==> src/rtl/sca_trigger_capture.sv <==
// Capture-side trigger unit: synchronizes the target trigger, arms on request, applies a
// pre-delay, drives the sampler write enable and records the resulting window length.
module sca_trigger_capture #(
   parameter int CntW       = 16,
   parameter int SyncStages = 2
) (
   input  logic            clk_i,
   input  logic            rst_i,
   input  logic            trigger_i,
   input  logic            arm_i,
   input  logic            abort_i,
   input  logic [CntW-1:0] pre_delay_i,
   input  logic [CntW-1:0] max_len_i,
   output logic            armed_o,
   output logic            capture_o,
   output logic            done_o,
   output logic [CntW-1:0] trig_len_o,
   output logic            timeout_o,
   output logic            runt_o
);

   typedef enum logic [2:0] {
      Idle, WaitLow, Armed, Delay, Capture, Done
   } state_e;

   state_e state, state_d;

   logic [SyncStages-1:0] sync;
   logic                  trig_s, trig_d, rise;
   logic [CntW-1:0]       pre_delay, max_len, dly_cnt, len_cnt;

   logic accept, load_dly, start_len, end_len, set_timeout, set_runt;

   always_ff @(posedge clk_i) begin
      if (rst_i) begin
         sync   <= '0;
         trig_d <= 1'b0;
      end else begin
         sync   <= {sync[SyncStages-2:0], trigger_i};
         trig_d <= trig_s;
      end
   end

   assign trig_s = sync[SyncStages-1];
   assign rise   = trig_s & ~trig_d;

   always_ff @(posedge clk_i) begin
      if (rst_i) state <= Idle;
      else       state <= state_d;
   end

   always_comb begin
      state_d     = state;
      accept      = 1'b0;
      load_dly    = 1'b0;
      start_len   = 1'b0;
      end_len     = 1'b0;
      set_timeout = 1'b0;
      set_runt    = 1'b0;
      case (state)
         Idle: begin
            if (arm_i) begin
               accept  = 1'b1;
               state_d = trig_s ? WaitLow : Armed;
            end
         end
         WaitLow: begin
            if (!trig_s) state_d = Armed;
         end
         Armed: begin
            if (rise) begin
               if (pre_delay == '0) begin
                  start_len = 1'b1;
                  state_d   = Capture;
               end else begin
                  load_dly = 1'b1;
                  state_d  = Delay;
               end
            end
         end
         Delay: begin
            // A trigger that drops before the window opens is a runt, even on the last delay cycle.
            if (!trig_s) begin
               set_runt = 1'b1;
               state_d  = Done;
            end else if (dly_cnt == CntW'(1)) begin
               start_len = 1'b1;
               state_d   = Capture;
            end
         end
         Capture: begin
            if (!trig_s) begin
               end_len = 1'b1;
               state_d = Done;
            end else if (max_len != '0 && len_cnt == max_len) begin
               end_len     = 1'b1;
               set_timeout = 1'b1;
               state_d     = Done;
            end
         end
         Done:    state_d = Idle;
         default: state_d = Idle;
      endcase
      if (abort_i && state != Idle && state != Done) begin
         state_d     = Idle;
         accept      = 1'b0;
         load_dly    = 1'b0;
         start_len   = 1'b0;
         end_len     = 1'b0;
         set_timeout = 1'b0;
         set_runt    = 1'b0;
      end
   end

   always_ff @(posedge clk_i) begin
      if (rst_i) begin
         pre_delay  <= '0;
         max_len    <= '0;
         dly_cnt    <= '0;
         len_cnt    <= '0;
         trig_len_o <= '0;
         timeout_o  <= 1'b0;
         runt_o     <= 1'b0;
      end else begin
         if (accept) begin
            pre_delay <= pre_delay_i;
            max_len   <= max_len_i;
            timeout_o <= 1'b0;
            runt_o    <= 1'b0;
         end
         if (load_dly)           dly_cnt <= pre_delay;
         else if (state == Delay) dly_cnt <= dly_cnt - CntW'(1);
         // Unlimited windows saturate rather than wrap so the reported length stays monotonic.
         if (start_len) len_cnt <= CntW'(1);
         else if (state == Capture && len_cnt != '1) len_cnt <= len_cnt + CntW'(1);
         if (set_runt) begin
            runt_o     <= 1'b1;
            trig_len_o <= '0;
         end
         if (end_len) begin
            trig_len_o <= len_cnt;
            timeout_o  <= set_timeout;
         end
      end
   end

   assign armed_o   = (state == WaitLow) || (state == Armed);
   assign capture_o = (state == Capture);
   assign done_o    = (state == Done);

endmodule
==> config.mk <==
export PLATFORM = sky130hd
export DESIGN_NAME = sca_trigger_capture
export DESIGN_NICKNAME = d
export VERILOG_FILES = /design/src/rtl/sca_trigger_capture.sv
export SDC_FILE = /design/constraint.sdc
export NUM_CORES = 1
export LEC_CHECK = 0
export ABC_AREA = 0
export BUFFER_PORTS_ARGS = -buffer_cell sky130_fd_sc_hd__buf_2
export CORE_MARGIN = 5
export CORE_UTILIZATION = 51
export CTS_BUF_LIST = sky130_fd_sc_hd__clkbuf_16
export CTS_CLUSTER_DIAMETER = 150
export DETAILED_ROUTE_END_ITERATION = 12
export HOLD_SLACK_MARGIN = 0.06
export PLACE_DENSITY = 0.85
export SKIP_CTS_REPAIR_TIMING = 1
export SLEW_MARGIN = 20
export SYNTH_ARGS = -nofsm -noshare
export SYNTH_HDL_FRONTEND = slang
export SYNTH_SLANG_ARGS = --single-unit
==> constraint.sdc <==
create_clock -name clk_i -period 1.8 [get_ports clk_i]
set_input_delay 0.36 -clock clk_i [delete_from_list [all_inputs] [get_ports clk_i]]
set_output_delay 0.36 -clock clk_i [all_outputs]
set_load 0.05 [all_outputs]
---- Word-level counts from Yosys, hierarchy flattened ----
Cells that the tools add are included.
operators by class
  reduce and logical (&&, ||, !) cells .... 17
  bitwise operators ....................... 2
  mux-type cells .......................... 42
  add/sub/neg operators ................... 2
  equality and inequality tests ........... 14
operator list
  kind                   count
  $mux 16                4
  $mux 1                 27
  $mux 3                 8
  $add 16x1->16 const B  1
  $eq 16x1->1 const B    1
  $eq 16x16->1           1
  $logic_not 16->1       1
  $ne 16x16->1 const B   1
  $reduce_bool 16->1     1
  $sub 16x1->16 const B  1
  $pmux 3 s5             1
  $reduce_bool 2->1      5
  $eq 3x2->1 const B     2
  $eq 3x3->1 const B     2
  $ne 2x2->1 const B     3
  $ne 3x3->1 const B     2
  $reduce_and 5->1       1
  $logic_and 1x1->1      4
  $reduce_or 2->1        2
  $eq 3x1->1 const B     1
  $logic_not 3->1        1
  $ne 3x2->1 const B     1
  $reduce_bool 3->1      1
  $mux 2                 1
  4 further kinds        4
storage, ports and cells
  logic and storage cells ................. 88
  register bits ........................... 88

---- Longest topological paths before layout ----
  word-level depth ........................ 7
  gate-level depth with buffers ........... 9
  depth with buffers taken out ............ 8

---- Worst setup path before layout ----
Ideal clock, no wire load.
  path kind ............................... flip-flop to flip-flop
  start point ............................. register len_cnt[0]
  end point ............................... register len_cnt[8]
  data required time ...................... 1683 ps
  stages on the path, launching flop included .. 8
  setup time .............................. 117 ps
  slack ................................... -123 ps
  arrival ................................. 1806 ps
  clock period less this slack ............ 1923 ps
  cell sequence ........................... dfxtp_1 > ha_1 > nand3_1 > or4_1 > and2_1 > nand4_1 > xor2_1 > nor2_1
between the ends
  longest elaborated chain between the ends .. 2
  elaborated cells between the ends (all ways) .. 3
ends and longest elaborated chain
  item                                                                   line  RTL
  start, declared                                                        30    logic [CntW-1:0] pre_delay, max_len, dly_cnt, len_cnt;
  start signal, assigned                                                 134   if (start_len) len_cnt <= CntW'(1);
  start signal, assigned                                                 135   else if (state == Capture && len_cnt != '1) len_cnt <= len_cnt + CntW'(1);
  parallel branches: the longest is 2 deep, another holds $add 16x1->16  n/a
Several ways; the timed one is not identified.
A chain may end at the register's enable or synchronous reset.

---- Final worst setup path ----
  start point ............................. register len_cnt[7]
  end point ............................... register trig_len_o[4]
between the ends
  longest elaborated chain between the ends .. 7
  elaborated cells between the ends (all ways) .. 8
ends and longest elaborated chain
  item                                                 line  RTL
  $eq 16x16->1 *                                       95    end else if (max_len != '0 && len_cnt == max_len) begin
  $logic_and 1x1->1 *                                  95
  $mux 1 *                                             95
  $mux 1 *                                             92    if (!trig_s) begin
  $mux 1 *                                             60    case (state)
  $mux 1 *                                             104   if (abort_i && state != Idle && state != Done) begin
  $mux 16 / $reduce_bool 2->1 (equally long branches)  n/a
  end signal, assigned                                 141   trig_len_o <= len_cnt;
  end, declared                                        17    output logic [CntW-1:0] trig_len_o,
Every way passes the cells marked *; elsewhere a longest branch is shown, timed or not.

==> impl_metrics.py <==
metrics = {
    "logic_synthesis": {
        "synthesis.area_mm2": 0.004093,
        "synth_fa_ha_area_share_pct": 0.9172,
        "synth_top_area_share_pct": 43.04,
        "synth.avg_cell_area_um2": 8.104,
        "ys_ff_latch": 88,
        "yosysUniqueCellTypes": 46,
        "synth_top_family_by_area": "simple AND/OR/NAND/NOR gates",
        "synthesis.instances": 505,
        "synthSimpleGateAreaFrac_pct": 29.04,
        "synthArstFlopShare_pct": 0,
        "ys_seq_area_share_pct": 43.04,
        "ys.flop_type": "dfxtp_1",
        "synth-edff-count": 0,
        "synthTopCellsByArea": "dfxtp_1 43%, nand2_1 9.4%, a21oi_1 6.5%, xnor2_1 4.3%, nor2_1 3.9%",
        "synth_xor_area_share_pct": 7.490,
        "ys_warn_count": 0,
        "synth.largest_area_cell": "dfxtp_1",
        "yosys-top-cells-count": "103 x nand2_1, 88 x dfxtp_1, 53 x a21oi_1, 43 x nor2_1",
        "synth_compound_area_share_pct": 12.14,
        "yosysMostFrequentCell": "nand2_1",
        "synth_nets": 545,
        "synthMuxAreaShare_pct": 3.913,
    },
    "route": {
        "vias_per_cell": 5.763,
        "met3_length_um": 957,
        "drc": 0,
        "drt_iter0_drc": 356,
        "vias": 4190,
        "maxUsedRoutingLayer": "met4",
        "ant_nets": 0,
        "first_pass_iters": 5,
        "wl_per_cell_um": 16.90,
        "wl_met2_mm": 5.899,
        "wl_met1_mm": 5.109,
        "wirelength_mm": 12.29,
    },
    "power": {
        "leakagePower_nw": 2.348,
        "p_switching_mw": 2.033,
        "pwr-share-seq_pct": 39.1,
        "intPower_mw": 4.054,
        "powerDensity_mw_per_mm2": 1088,
        "comb_power_share_pct": 30.1,
        "p_sw_share_pct": 33.40,
        "clkPwrFrac_pct": 30.9,
        "vdd_drop_max_mv": 0.7489,
    },
    "critical_path": {
        "setup.worst_path.class": "register to register",
        "cp.required_ps": 2030,
        "crit_path_max_fanout": 8,
        "end_kind": "register",
        "path_cells": "xor2_1 > nor4_1 > nand4_1 > a211o_1 > buf_12 > mux2i_2",
        "startpoint_type": "register",
        "cpPeakStageDelay_ps": 410,
        "arrival_ps": 2210,
        "slowest_stage": "a211o_1",
    },
    "layout": {
        "layout-drive-gt1-share_pct": 35.36,
        "nets": 661,
        "fill_cells": 544,
        "regArea_mm2": 0.001797,
        "multi_input_area_mm2": 0.002416,
        "final_util_pct": 72.05,
        "antenna_cells": 0,
        "syn_to_final_growth_pct": 36.75,
    },
    "placement": {
        "numPortBuffers": 57,
        "pre_cts_ws_ps": -249.9,
        "place_congestion": 0.8992,
        "hpwl_mm": 7.792,
    },
    "worst_hold_path": {
        "hp-class": "input port to register",
    },
    "clock_network": {
        "root_buffer": "clkbuf_16",
        "cts.sinks": 88,
        "path_clk_slew_ps": 60,
        "clockBufferDepth": 2,
        "cts_tree": "built",
        "clock_latency_ps": 350,
        "cts_buffers": 9,
        "h-tree-depth": 3,
    },
    "grt": {
        "grt_usage_pct": 22.54,
        "grt_pass1_wl_mm": 18.11,
        "antenna_found_initial": 0,
        "globalRouteOverflowTotal": 0,
        "grt_max_degree": 51,
        "grt_pass1_vias": 3888,
    },
    "run_status": {
        "status": "finished with violations",
        "violations": "setup timing",
    },
    "floorplanning": {
        "start_util_pct": 52.69,
        "ioPinCount": 58,
        "die_area_mm2": 0.009916,
        "fp.coreArea_mm2": 0.007767,
        "dieHeight_um": 99.58,
        "die_w_um": 99.58,
        "rows": 32,
    },
    "sta": {
        "min_period_ps": 1974,
        "fmax_mhz": 506.5,
        "worst_slew_pin_slew_ps": 717.9,
        "drv_slew": 0,
        "setup_violations": 20,
        "finClkSkew_ps": 6.859,
        "finalCritPeriodShare_pct": 109.7,
        "rsz0062_at_grt": "true",
        "hold_viol": 0,
        "maxSlewHeadroom_pct": 52.14,
        "worst_slack_ps": -174.2,
    },
    "job": {
        "maxCapViolCount": 0,
    },
}
placed cells by master (no fill, tap or decap), types with 6 or more instances in the layout:
cell type	Yosys	routed
nand2_1	103	100
buf_4	0	67
dfxtp_1	88	64
buf_2	8	57
a21oi_1	53	51
nor2_1	43	39
dfxtp_2	0	22
nand2b_1	20	20
xnor2_1	20	17
xor2_1	15	14
mux2i_1	16	14
nand4_1	13	13
clkbuf_16	0	10
nor3_1	11	9
nand3_1	11	8
nor2b_1	11	7
inv_1	6	6
nor4_1	10	6
o21ai_0	6	6
power groups by stage:
stage,logic (mW),registers (mW),clock network (mW)
after CTS,1.59,2.33,1.86
after global placement,1.51,2.36,0
after detailed placement,1.58,2.37,0
after floorplan,1.03,2.32,0
final,1.83,2.38,1.88
after global routing,1.99,2.40,1.95
cells by family (layout without fill, tap and decap cells):
group,Yosys count,count (layout)
simple gates,243,243
flops,88,88
compound gates,85,85
xor+xnor,35,35
buf+inv,35,155
mux,16,16
fa+ha+maj,3,3
layer usage:
| metal | track usage (%) | vias to the layer above |
|---|---|---|
| met4 | 9.769 | 0 |
| met5 | 0 | - |
| met1 | 30.20 | 1974 |
| li1 | - | 1965 |
| met2 | 35.80 | 216 |
| met3 | 3.787 | 35 |
area by class of cell:
type,count,area share [%]
clock inverters,6,1.230
flip-flops and latches,88,32.10
inverters,7,0.5142
repair buffers,133,16.68
well taps,102,2.280
clock buffers,9,4.024
multi-input cells,382,43.17
worst max-delay path, delay by kind of cell, from the launching register on:
| kind | cells | cell delay, ps |
|---|---|---|
| simple gates | 2 | 610 |
| flops | 1 | 340 |
| xor+xnor | 1 | 160 |
| buf+inv | 1 | 180 |
| mux | 1 | 140 |
| compound gates | 1 | 410 |
path summary, 6_finish.rpt:
path | start | endpoint | slack, ps | cells after the start
min reg2reg | sync[0] | sync[1] | 440 | 1
min | max_len_i[3] | max_len[3] | 240 | 3
max | len_cnt[7] | trig_len_o[4] | -170 | 6
max reg2reg | len_cnt[7] | trig_len_o[4] | -170 | 6
stage by stage:
stage               instances  total power, mW  area [um2]  hold WS [ps]  setup TNS (ps)
floorplan                 505            3.349        4110         413.8          -9.092
global placement          703            3.863        4949         427.7          -103.8
detailed placement        703            3.944        4949         443.0           -3497
CTS                       718            5.786        5243         251.1           -4049
global route              727            6.337        5597         257.5           -4794
finish                    727            6.088        5597         241.7           -2609
registers in the layout, indices dropped and copies added, names as in the netlist:
register and cells:
pre_delay 16, state 3, trig_len_o 16, runt_o 1, sync 2, len_cnt 16
timeout_o 1, max_len 16, trig_d 1, dly_cnt 16
Power figures use the tool's default switching activity.
